==> config.mk <==
export PLATFORM = sky130hd
export DESIGN_NAME = cw_target
export DESIGN_NICKNAME = d
export VERILOG_FILES = /design/src/rtl/cw_target.sv
export SDC_FILE = /design/constraint.sdc
export NUM_CORES = 1
export LEC_CHECK = 0
export CAP_MARGIN = 20
export CORE_UTILIZATION = 47
export CTS_BUF_LIST = sky130_fd_sc_hd__clkbuf_16
export DETAILED_ROUTE_END_ITERATION = 10
export PLACE_DENSITY = 0.85
export SLEW_MARGIN = 20
export SYNTH_ARGS = -nofsm -noshare
export SYNTH_HDL_FRONTEND = slang
export SYNTH_SLANG_ARGS = --single-unit
==> constraint.sdc <==
create_clock -name i_clk -period 5.9 [get_ports i_clk]
set_clock_uncertainty 0.15 [all_clocks]
set_input_delay 1.18 -clock i_clk [delete_from_list [all_inputs] [get_ports i_clk]]
set_output_delay 1.18 -clock i_clk [all_outputs]
set_load 0.01 [all_outputs]
==> src/rtl/cw_target.sv <==
// CW pad-bus target: decodes an address window and turns each bus transaction
// into one request/acknowledge access on the local memory port.
module cw_target #(
  parameter logic [15:0] ADDR_BASE = 16'h8000,
  parameter logic [15:0] ADDR_MASK = 16'hF000,
  parameter int unsigned TIMEOUT   = 32
) (
  input  logic        i_clk,
  input  logic        i_rst,
  input  logic [15:0] cw_io_i,
  output logic [15:0] cw_io_o,
  output logic        cw_io_oe,
  input  logic        cw_req,
  input  logic        cw_dir,
  output logic        cw_ack,
  output logic        cw_err,
  output logic        m_req,
  output logic        m_we,
  output logic [15:0] m_addr,
  output logic [15:0] m_wdata,
  input  logic [15:0] m_rdata,
  input  logic        m_ack
);

  typedef enum logic [2:0] {
    S_IDLE,
    S_WDATA,
    S_MEM,
    S_RESP,
    S_TURN
  } state_e;

  localparam logic [7:0] CNT_LAST = 8'(TIMEOUT - 1);

  state_e      state_q, state_d;
  logic        we_q, we_d;
  logic        ok_q, ok_d;
  logic [7:0]  cnt_q, cnt_d;
  logic [15:0] addr_q, addr_d;
  logic [15:0] wdata_q, wdata_d;
  logic [15:0] rdata_q, rdata_d;

  function automatic logic addr_hit(input logic [15:0] a);
    return (a & ADDR_MASK) == (ADDR_BASE & ADDR_MASK);
  endfunction

  always_ff @(posedge i_clk) begin
    if (i_rst) begin
      state_q <= S_IDLE;
      we_q    <= 1'b0;
      ok_q    <= 1'b0;
      cnt_q   <= 8'd0;
    end else begin
      state_q <= state_d;
      we_q    <= we_d;
      ok_q    <= ok_d;
      cnt_q   <= cnt_d;
    end
  end

  // Datapath registers need no reset: every output using them is gated by state.
  always_ff @(posedge i_clk) begin
    addr_q  <= addr_d;
    wdata_q <= wdata_d;
    rdata_q <= rdata_d;
  end

  always_comb begin
    state_d = state_q;
    we_d    = we_q;
    ok_d    = ok_q;
    cnt_d   = 8'd0;
    addr_d  = addr_q;
    wdata_d = wdata_q;
    rdata_d = rdata_q;
    case (state_q)
      S_IDLE: begin
        if (cw_req) begin
          addr_d = cw_io_i;
          we_d   = cw_dir;
          if (cw_dir) begin
            state_d = S_WDATA;
          end else if (addr_hit(cw_io_i)) begin
            state_d = S_MEM;
          end else begin
            ok_d    = 1'b0;
            state_d = S_RESP;
          end
        end
      end
      S_WDATA: begin
        wdata_d = cw_io_i;
        if (addr_hit(addr_q)) begin
          state_d = S_MEM;
        end else begin
          ok_d    = 1'b0;
          state_d = S_RESP;
        end
      end
      S_MEM: begin
        // An ack in the last allowed cycle still wins over the timeout.
        if (m_ack) begin
          if (!we_q) rdata_d = m_rdata;
          ok_d    = 1'b1;
          state_d = S_RESP;
        end else if (cnt_q == CNT_LAST) begin
          ok_d    = 1'b0;
          state_d = S_RESP;
        end else begin
          cnt_d = cnt_q + 8'd1;
        end
      end
      S_RESP:  state_d = S_TURN;
      S_TURN:  state_d = S_IDLE;
      default: state_d = S_IDLE;
    endcase
  end

  assign m_req    = (state_q == S_MEM);
  assign m_we     = m_req & we_q;
  assign m_addr   = m_req ? addr_q : 16'h0000;
  assign m_wdata  = m_req ? wdata_q : 16'h0000;
  assign cw_ack   = (state_q == S_RESP) & ok_q;
  assign cw_err   = (state_q == S_RESP) & ~ok_q;
  assign cw_io_oe = cw_ack & ~we_q;
  assign cw_io_o  = cw_io_oe ? rdata_q : 16'h0000;

endmodule

==> results_dict.tcl, run 1 <==
set metrics [dict create \
    port_buffers 89 \
    start_util_pct 50.13 \
    grt_max_degree 38 \
    report.final.slew_viol_count 0 \
    cts-root-buf "clkbuf_16" \
    synthFlopType "edfxtp_1" \
    finalPower_mw 1.163 \
    final_cell_mix "89 x clkdlybuf4s50_1, 49 x and2_1, 48 x edfxtp_1" \
    worstPathMaxFanout 17 \
    synth.area.top_cells "edfxtp_1 59%, and2_1 13%, dfxtp_1 11%" \
    cp_slowest_cell "clkdlybuf4s50_1" \
    critPathArrivalTime_ns 2.45 \
    post-route-drc-count 0 \
    cts_max_level 3 \
    gp_congestion 0.7926 \
    dr.pass1.iters 4 \
    tightestPinTransition_ns 0.7198 \
    power.switching_mw 0.2544 \
    synth_edf_count 48 \
    required_ns 4.57 \
    final_common_cell "clkdlybuf4s50_1" \
    period_needed_ns 3.776 \
    numCtsBuffers 9 \
    core_um2 4880 \
    insertion_delay_ns 0.32 \
    num_rows 25 \
    die_area_um2 5497 \
    io_pins 90 \
    period_share_pct 63.99 \
    antennaDiodeCount 0 \
    synth.largest_area_cell "edfxtp_1" \
    intPower_mw 0.9091 \
    p_per_area_nw_per_um2 315.5 \
    synth_cells 174 \
    fmax_ghz 0.2649 \
    drv_cap 0 \
    seqPwrFrac_pct 44.6 \
    holdBufCountCts 0 \
    cts_tree "built" \
    grt_pass1_vias 1621 \
    ys_seq_elements 61 \
    fillers 325 \
    grt.overflow.total 0 \
    netlist.area_leader.share_pct 58.93 \
    yosysWarnings 0 \
    die_h_um 74.14 \
    switching_share_pct 21.86 \
    syn2layout_area_growth_pct 50.74 \
    tns_ns 0 \
    rsz0062_at_grt "no" \
    ir_drop_uv 229.6 \
    yosysSeqAreaShare_pct 69.57 \
    min_path_type "reg2reg" \
    status "complete, no violations" \
    combinationalPowerShare_pct 13.4 \
    avgSynthCellArea_um2 14.06 \
    wl_per_cell_um 15.29 \
    holdWs_ns 0.3047 \
    fin_nets 307 \
    cp-start-kind "register" \
    grt_first_pass_wirelength_mm 7.617 \
    die_x_um 74.14 \
    ant_nets 0 \
    leakage_nw 1.274 \
    synth_area_um2 2446 \
    ctsResizeCount 0 \
    final_layout_size_suffix_gt1_share_pct 11.72 \
    cts.clk_slew.worst_paths_ns 0.05 \
    synthArstFlopShare_pct 0 \
    vias 1667 \
    max_stage_delay_ns 0.54 \
    crit_type "reg2out" \
    synth_cell_types 35 \
    routed_wl_mm 5.198 \
    worstPathCellList "nand2_1 > nor3b_1 > and2b_1 > and2_1 > clkdlybuf4s50_1" \
    cts_sinks 61 \
    vias_per_cell 4.903 \
    final_hold_viol_count 0 \
    syn-num-nets 212 \
    slew_headroom_pct 51.96 \
    clkPwrFrac_pct 42.1 \
    setup_viol 0 \
    antenna_found_initial 0 \
    drt-initial-drc-count 93 \
    grt_usage_pct 20.14 \
    crit_path_end_kind "primary output" \
    dp_hpwl_mm 3.420 \
    post_cts_buffers 0 \
    clockBufferDepth 2 \
]
## worst max-delay path, delay by kind of cell (launching register included)
kind / cells / cell delay, ns
AND/OR/NAND/NOR: 4 / 1.06
flip-flops: 1 / 0.52
buffers and inverters: 1 / 0.54
## power by group through the flow
stage / Clock [mW] / Combinational, mW / Sequential (mW)
2_1_floorplan: 0 / 0.0738 / 0.518
3_3_place_gp: 0 / 0.149 / 0.525
3_5_place_dp: 0 / 0.153 / 0.526
4_1_cts: 0.496 / 0.155 / 0.519
5_1_grt: 0.512 / 0.167 / 0.522
6_report: 0.489 / 0.156 / 0.518
## flip-flops by register name, indices dropped and copies added, names as in the netlist
register,cells
state_q,3
cnt_q,8
rdata_q,16
we_q,1
ok_q,1
addr_q,16
wdata_q,16
## cell type report
cell class	count	area [um2]	area share [%]
clock buffer	9	225.2	6.108
clock inverter	6	55.05	1.493
inverter	2	7.507	0.2036
multi-input combinational	103	696.9	18.90
sequential	61	1702	46.15
tap	67	83.83	2.273
timing repair buffer	92	917.1	24.87
## final timing paths
path	to	startpoint	depth (start not counted)	slack (ns)
worst min-delay path	cnt_q[0]	cnt_q[0]	1	0.30
worst min register to register	cnt_q[0]	cnt_q[0]	1	0.30
worst max register to register	rdata_q[8]	state_q[1]	3	3.62
worst max-delay path	cw_io_o[10]	state_q[0]	5	2.12
## synth_stat cells (3+ instances only)
master / n
xnor2_1: 3
dfxtp_1: 13
nor2_2: 7
nand3_1: 3
nor3_1: 3
and2_1: 49
edfxtp_1: 48
nand2_1: 4
nor2_1: 6
o21ai_0: 3
clkbuf_1: 3
## through the flow
step	instances	util [%]	instance area [um2]	setup slack, ns
6_report	340	75.56	3687	2.124
4_1_cts	339	75.28	3674	1.967
5_1_grt	340	75.56	3687	1.927
3_3_place_gp	324	69.54	3393	2.388
2_1_floorplan	174	-	2446	2.235
3_5_place_dp	324	69.54	3393	2.336
## routing by layer
metal  track usage, %  wire (um)  part of all wire (%)
met1            19.96       1836                    35
met2            35.45       2779                    53
met3            5.691        385                   7.4
met4            15.60        196                   3.8
met5                0          0                     0
## cells by family (layout without fill, tap and decap cells)
family          count (synthesis)  after routing  synth area share, %
buf+inv                        10            109                2.506
flops                          61             61                69.57
mux                             1              1               0.4092
simple gates                   86             86                21.69
compound gates                 10             10                3.529
xor+xnor                        5              5                1.791
fa+ha+maj                       1              1               0.5114
Note: power is estimated with default switching activity, not from simulation.
==> run 2: changes to the inputs <==
--- a/config.mk
+++ b/config.mk
@@ -6,10 +6,10 @@
 export NUM_CORES = 1
 export LEC_CHECK = 0
 export CAP_MARGIN = 20
-export CORE_UTILIZATION = 47
+export CORE_UTILIZATION = 44
 export CTS_BUF_LIST = sky130_fd_sc_hd__clkbuf_16
 export DETAILED_ROUTE_END_ITERATION = 10
-export PLACE_DENSITY = 0.85
+export PLACE_DENSITY = 0.8
 export SLEW_MARGIN = 20
 export SYNTH_ARGS = -nofsm -noshare
 export SYNTH_HDL_FRONTEND = slang
==> constraint.sdc (replaced) <==
create_clock -name i_clk -period 3.7 [get_ports i_clk]
set_clock_uncertainty 0.15 [all_clocks]
set_input_delay 0.74 -clock i_clk [delete_from_list [all_inputs] [get_ports i_clk]]
set_output_delay 0.74 -clock i_clk [all_outputs]
set_load 0.01 [all_outputs]
==> run 2 against run 1 <==
Compared with the run above: total power grew 65%; critical path type unchanged; critical path depth is the same; largest cell class unchanged; worst setup slack lost 1.7 ns.
==> results_dict.tcl, run 2 (synthesis results as in run 1) <==
set metrics [dict create \
    status "complete, no violations" \
    combinationalPowerShare_pct 13.0 \
    seqPwrFrac_pct 43.0 \
    cp-start-kind "register" \
    r2r.worst_path.cells 5 \
    r2r_slack_ns 1.61 \
    critPathArrivalTime_ns 2.36 \
    crit_path_end_kind "primary output" \
    switching_share_pct 20.71 \
    cts_max_level 3 \
    clkPwrFrac_pct 43.9 \
    tightestPinTransition_ns 0.4180 \
    drv_cap 0 \
    final_common_cell "clkdlybuf4s50_1" \
    fmax_ghz 0.3076 \
    ant_nets 0 \
    final_cell_area_um2 3727 \
    dr.pass1.iters 4 \
    grt_first_pass_wirelength_mm 7.893 \
    grt_usage_pct 17.95 \
    p_per_area_nw_per_um2 515.0 \
    fin_cells 346 \
    worstHoldPathCells 1 \
    cts_sinks 61 \
    timing.rr.end "rdata_q[15]" \
    hold_start "cnt_q[0]" \
    gp_congestion 0.7785 \
    crit_family "simple AND/OR/NAND/NOR gates" \
    vias_per_cell 4.728 \
    clockBufferDepth 2 \
    ctsResizeCount 0 \
    drt-initial-drc-count 77 \
    final_layout_size_suffix_gt1_share_pct 12.32 \
    setup_slack_ns 0.4485 \
    min_path_type "reg2reg" \
    report.final.slew_viol_count 0 \
    leakage_nw 1.306 \
    tns_ns 0 \
    worst-path-buf-inv 1 \
    die_h_um 76.56 \
    insertion_delay_ns 0.31 \
    place_area_um2 3420 \
    grt.overflow.total 0 \
    antennaDiodeCount 0 \
    start_util_pct 46.70 \
    syn2layout_area_growth_pct 52.38 \
    num_rows 26 \
    whs_endpoint "cnt_q[0]" \
    setup_viol 0 \
    routed_wl_mm 4.781 \
    wl_per_cell_um 13.82 \
    period_share_pct 87.88 \
    holdBufCountCts 0 \
    intPower_mw 1.522 \
    final_cell_mix "89 x clkdlybuf4s50_1, 49 x and2_1, 48 x edfxtp_1" \
    power.switching_mw 0.3975 \
    cp_slowest_cell "clkdlybuf4s50_1" \
    r2r_start "state_q[1]" \
    die_area_um2 5861 \
    fin_nets 309 \
    antenna_found_initial 0 \
    slew_headroom_pct 72.13 \
    die_x_um 76.56 \
    vias 1636 \
    worstPathMaxFanout 17 \
    reg_top3 "addr_q (16), rdata_q (16), wdata_q (16)" \
    dp_hpwl_mm 3.312 \
    required_ns 2.81 \
    cts_tree "built" \
    cts.clk_slew.worst_paths_ns 0.05 \
    final_hold_viol_count 0 \
    max_stage_delay_ns 0.54 \
    worstPathCellList "nand2_1 > nor3b_1 > and2b_1 > and2_1 > clkdlybuf4s50_1" \
    place_inst 330 \
    ir_drop_uv 384.2 \
    cts-root-buf "clkbuf_16" \
    period_needed_ns 3.251 \
    grt_pass1_vias 1642 \
    post_cts_buffers 0 \
    core_um2 5238 \
    io_pins 90 \
    rsz0062_at_grt "no" \
    post-route-drc-count 0 \
    grt_max_degree 26 \
    crit_type "reg2out" \
    port_buffers 89 \
    place_ws_ns 0.7634 \
    numCtsBuffers 9 \
]
## run 2: changes by cell type in the layout (fill, tap and decap cells not counted), sizes merged
| cell | before | now |
|---|---|---|
| clkinvlp | 1 | 0 |
| inv | 2 | 3 |
| bufinv | 1 | 2 |
| buf | 3 | 5 |
## run 2: stage by stage
step	util [%]	power (mW)	hold slack (ns)
2_1_floorplan	-	0.9444	0.2774
3_3_place_gp	65.29	1.085	0.2915
3_5_place_dp	65.29	1.090	0.3077
4_1_cts	71.17	1.937	0.3211
5_1_grt	71.17	1.991	0.3371
6_report	71.17	1.920	0.3160
## run 2: how the worst max path moves through the flow
stage	endpoint	cells past startpoint	startpoint	slack, ns
2_1_floorplan	we_q	3	cw_req	0.47
3_3_place_gp	cw_io_o[11]	5	state_q[1]	0.86
3_5_place_dp	cw_io_o[13]	5	state_q[1]	0.76
4_1_cts	cw_io_o[13]	5	state_q[1]	0.41
5_1_grt	cw_io_o[0]	5	state_q[1]	0.15
6_report	cw_io_o[13]	5	state_q[1]	0.45
## run 2: metal layers
layer | routed length [um] | vias to the layer above | GRT usage, % | share of wire, %
li1 | - | 805 | - | -
met1 | 2138 | 767 | 20.99 | 45
met2 | 2339 | 57 | 30.81 | 49
met3 | 233 | 7 | 3.593 | 4.9
met4 | 70 | 0 | 10.00 | 1.5
met5 | 0 | - | 0 | 0
## run 2: layout make-up
cell class                 instances  area, um2
fill                             373       1510
multi-input combinational        103      694.4
sequential                        61       1702
clock inverter                     7      82.58
clock buffer                       9      225.2
inverter                           2      7.507
timing repair buffer              94      928.4
tap                               70      87.58
## run 2: power by group through the flow
stage | combinational, mW | clock, mW | sequential, mW
floorplan | 0.118 | 0 | 0.827
global placement | 0.249 | 0 | 0.836
detailed placement | 0.251 | 0 | 0.839
CTS | 0.254 | 0.857 | 0.826
global route | 0.270 | 0.889 | 0.832
finish | 0.250 | 0.843 | 0.826
==> run 3: changes to the inputs <==
--- a/config.mk
+++ b/config.mk
@@ -9,8 +9,8 @@
 export CORE_UTILIZATION = 44
 export CTS_BUF_LIST = sky130_fd_sc_hd__clkbuf_16
 export DETAILED_ROUTE_END_ITERATION = 10
-export PLACE_DENSITY = 0.8
-export SLEW_MARGIN = 20
+export PLACE_DENSITY = 0.76
+export SLEW_MARGIN = 0
 export SYNTH_ARGS = -nofsm -noshare
 export SYNTH_HDL_FRONTEND = slang
 export SYNTH_SLANG_ARGS = --single-unit
==> constraint.sdc (replaced) <==
create_clock -name i_clk -period 3.2 [get_ports i_clk]
set_clock_uncertainty 0.15 [all_clocks]
set_input_delay 0.64 -clock i_clk [delete_from_list [all_inputs] [get_ports i_clk]]
set_output_delay 0.64 -clock i_clk [all_outputs]
set_load 0.01 [all_outputs]
==> run 3 against run 2 <==
Compared with the run above: worst hold slack got worse by 0.0059 ns; die area unchanged; global-route usage grew 0.23 points; total power grew 15%; via count down 0.79%; worst setup slack worse by 0.26 ns; routed wire length up 1.2%; sequential cell count did not move; register-to-register slack worse by 0.62 ns; first-iteration DRC count decreased by 7.8%; critical path depth stayed put; largest cell class unchanged; highest routed layer unchanged.
==> results_dict.tcl, run 3 (synthesis results as in run 1) <==
set metrics [dict create \
    r2r_slack_ns 0.99 \
    timing.rr.end "rdata_q[5]" \
    numCtsBuffers 9 \
    syn2layout_area_growth_pct 52.69 \
    vias_per_cell 4.691 \
    final_cell_area_um2 3735 \
    final_hold_viol_count 0 \
    core_um2 5238 \
    cts_max_level 3 \
    seqPwrFrac_pct 43.2 \
    slew_headroom_pct 69.70 \
    start_util_pct 46.70 \
    tightestPinTransition_ns 0.4539 \
    r2r.worst_path.cells 5 \
    fin_nets 309 \
    vias 1623 \
    crit_path_end_kind "primary output" \
    holdBufCountCts 0 \
    ant_nets 0 \
    grt_usage_pct 18.18 \
    period_share_pct 94.07 \
    cts.clk_slew.worst_paths_ns 0.05 \
    ir_drop_uv 405.5 \
    combinationalPowerShare_pct 12.8 \
    drv_cap 0 \
    gp_congestion 0.7843 \
    fin_cells 346 \
    tns_ns 0 \
    period_needed_ns 3.010 \
    cp-start-kind "register" \
    setup_viol 0 \
    final_common_cell "clkdlybuf4s50_1" \
    io_pins 90 \
    rsz0062_at_grt "no" \
    place_area_um2 3412 \
    required_ns 2.41 \
    leakage_nw 1.311 \
    hold_start "cnt_q[0]" \
    num_rows 26 \
    p_per_area_nw_per_um2 593.1 \
    grt_first_pass_wirelength_mm 8.024 \
    routed_wl_mm 4.837 \
    reg_top3 "addr_q (16), rdata_q (16), wdata_q (16)" \
    status "complete, no violations" \
    dp_hpwl_mm 3.336 \
    clkPwrFrac_pct 44.0 \
    crit_type "reg2out" \
    r2r_start "state_q[2]" \
    grt.overflow.total 0 \
    die_area_um2 5861 \
    endpoint "cw_io_o[12]" \
    min_path_type "reg2reg" \
    final_cell_mix "89 x clkdlybuf4s50_1, 49 x and2_1, 48 x edfxtp_1" \
    grt_pass1_vias 1691 \
    die_x_um 76.56 \
    intPower_mw 1.758 \
    report.final.slew_viol_count 0 \
    post-route-drc-count 0 \
    fmax_ghz 0.3322 \
    die_h_um 76.56 \
    fillers 339 \
    port_buffers 89 \
    dr.pass1.iters 4 \
    insertion_delay_ns 0.32 \
    clockBufferDepth 2 \
    critPathArrivalTime_ns 2.22 \
    antennaDiodeCount 0 \
    post_cts_buffers 0 \
    cts_tree "built" \
    grt_max_degree 36 \
    cts-root-buf "clkbuf_16" \
    switching_share_pct 20.63 \
    cts_sinks 61 \
    final_layout_size_suffix_gt1_share_pct 13.04 \
    wl_per_cell_um 13.98 \
    final_util_pct 71.31 \
    drt-initial-drc-count 71 \
    crit_start "state_q[0]" \
    place_inst 329 \
    antenna_found_initial 0 \
    power.switching_mw 0.4571 \
    worstPathMaxFanout 9 \
]
[run 3: worst min-delay path by stage]
| stage | end | cells past startpoint |
|---|---|---|
| final | cnt_q[0] | 1 |
| after global routing | cnt_q[0] | 1 |
| after CTS | cnt_q[0] | 1 |
| after detailed placement | cnt_q[0] | 1 |
| after global placement | cnt_q[0] | 1 |
| after floorplan | cnt_q[0] | 1 |
[run 3: power groups by stage]
stage | sequential (mW) | clock [mW] | combinational (mW)
6_report | 0.956 | 0.975 | 0.284
5_1_grt | 0.963 | 1.03 | 0.308
4_1_cts | 0.955 | 0.996 | 0.289
3_5_place_dp | 0.970 | 0 | 0.286
3_3_place_gp | 0.966 | 0 | 0.284
2_1_floorplan | 0.956 | 0 | 0.136
[run 3: per-stage QoR]
stage,power [mW],worst slack (ns),hold WS (ns)
floorplan,1.092,0.07487,0.2774
global placement,1.250,0.4876,0.2896
detailed placement,1.256,0.3160,0.3043
CTS,2.241,0.06759,0.3116
global route,2.301,0.04406,0.3257
finish,2.215,0.1898,0.3101
[run 3: routing by layer]
metal / global-route usage [%] / share of wire [%] / up-vias
met3: 5.150 / 4.1 / 8
met1: 20.71 / 42 / 755
met5: 0 / 0 / -
met2: 31.62 / 52 / 52
met4: 8.077 / 1.4 / 0
li1: - / - / 808
[run 3: cell type report]
cell class                      count  area (um2)  area share [%]
Clock inverter                      7       82.58           2.211
Multi-Input combinational cell    104       708.2           18.96
Clock buffer                        9       225.2           6.030
Tap cell                           70       87.58           2.345
Inverter                            2       7.507          0.2010
Timing Repair Buffer               93       920.9           24.66
Sequential cell                    61        1703           45.59
[run 3: critical path, stage by stage, from the launching register on]
cell             delay [ns]
dfxtp_1                0.51
nand2_1                0.16
nor3b_2                0.26
and2b_1                0.29
and2_1                 0.15
clkdlybuf4s50_1        0.53
[run 3: what timing repair did]
item,in CTS,in global routing
resized for setup,1,2
cloned,0,1
setup endpoints to repair,16,16
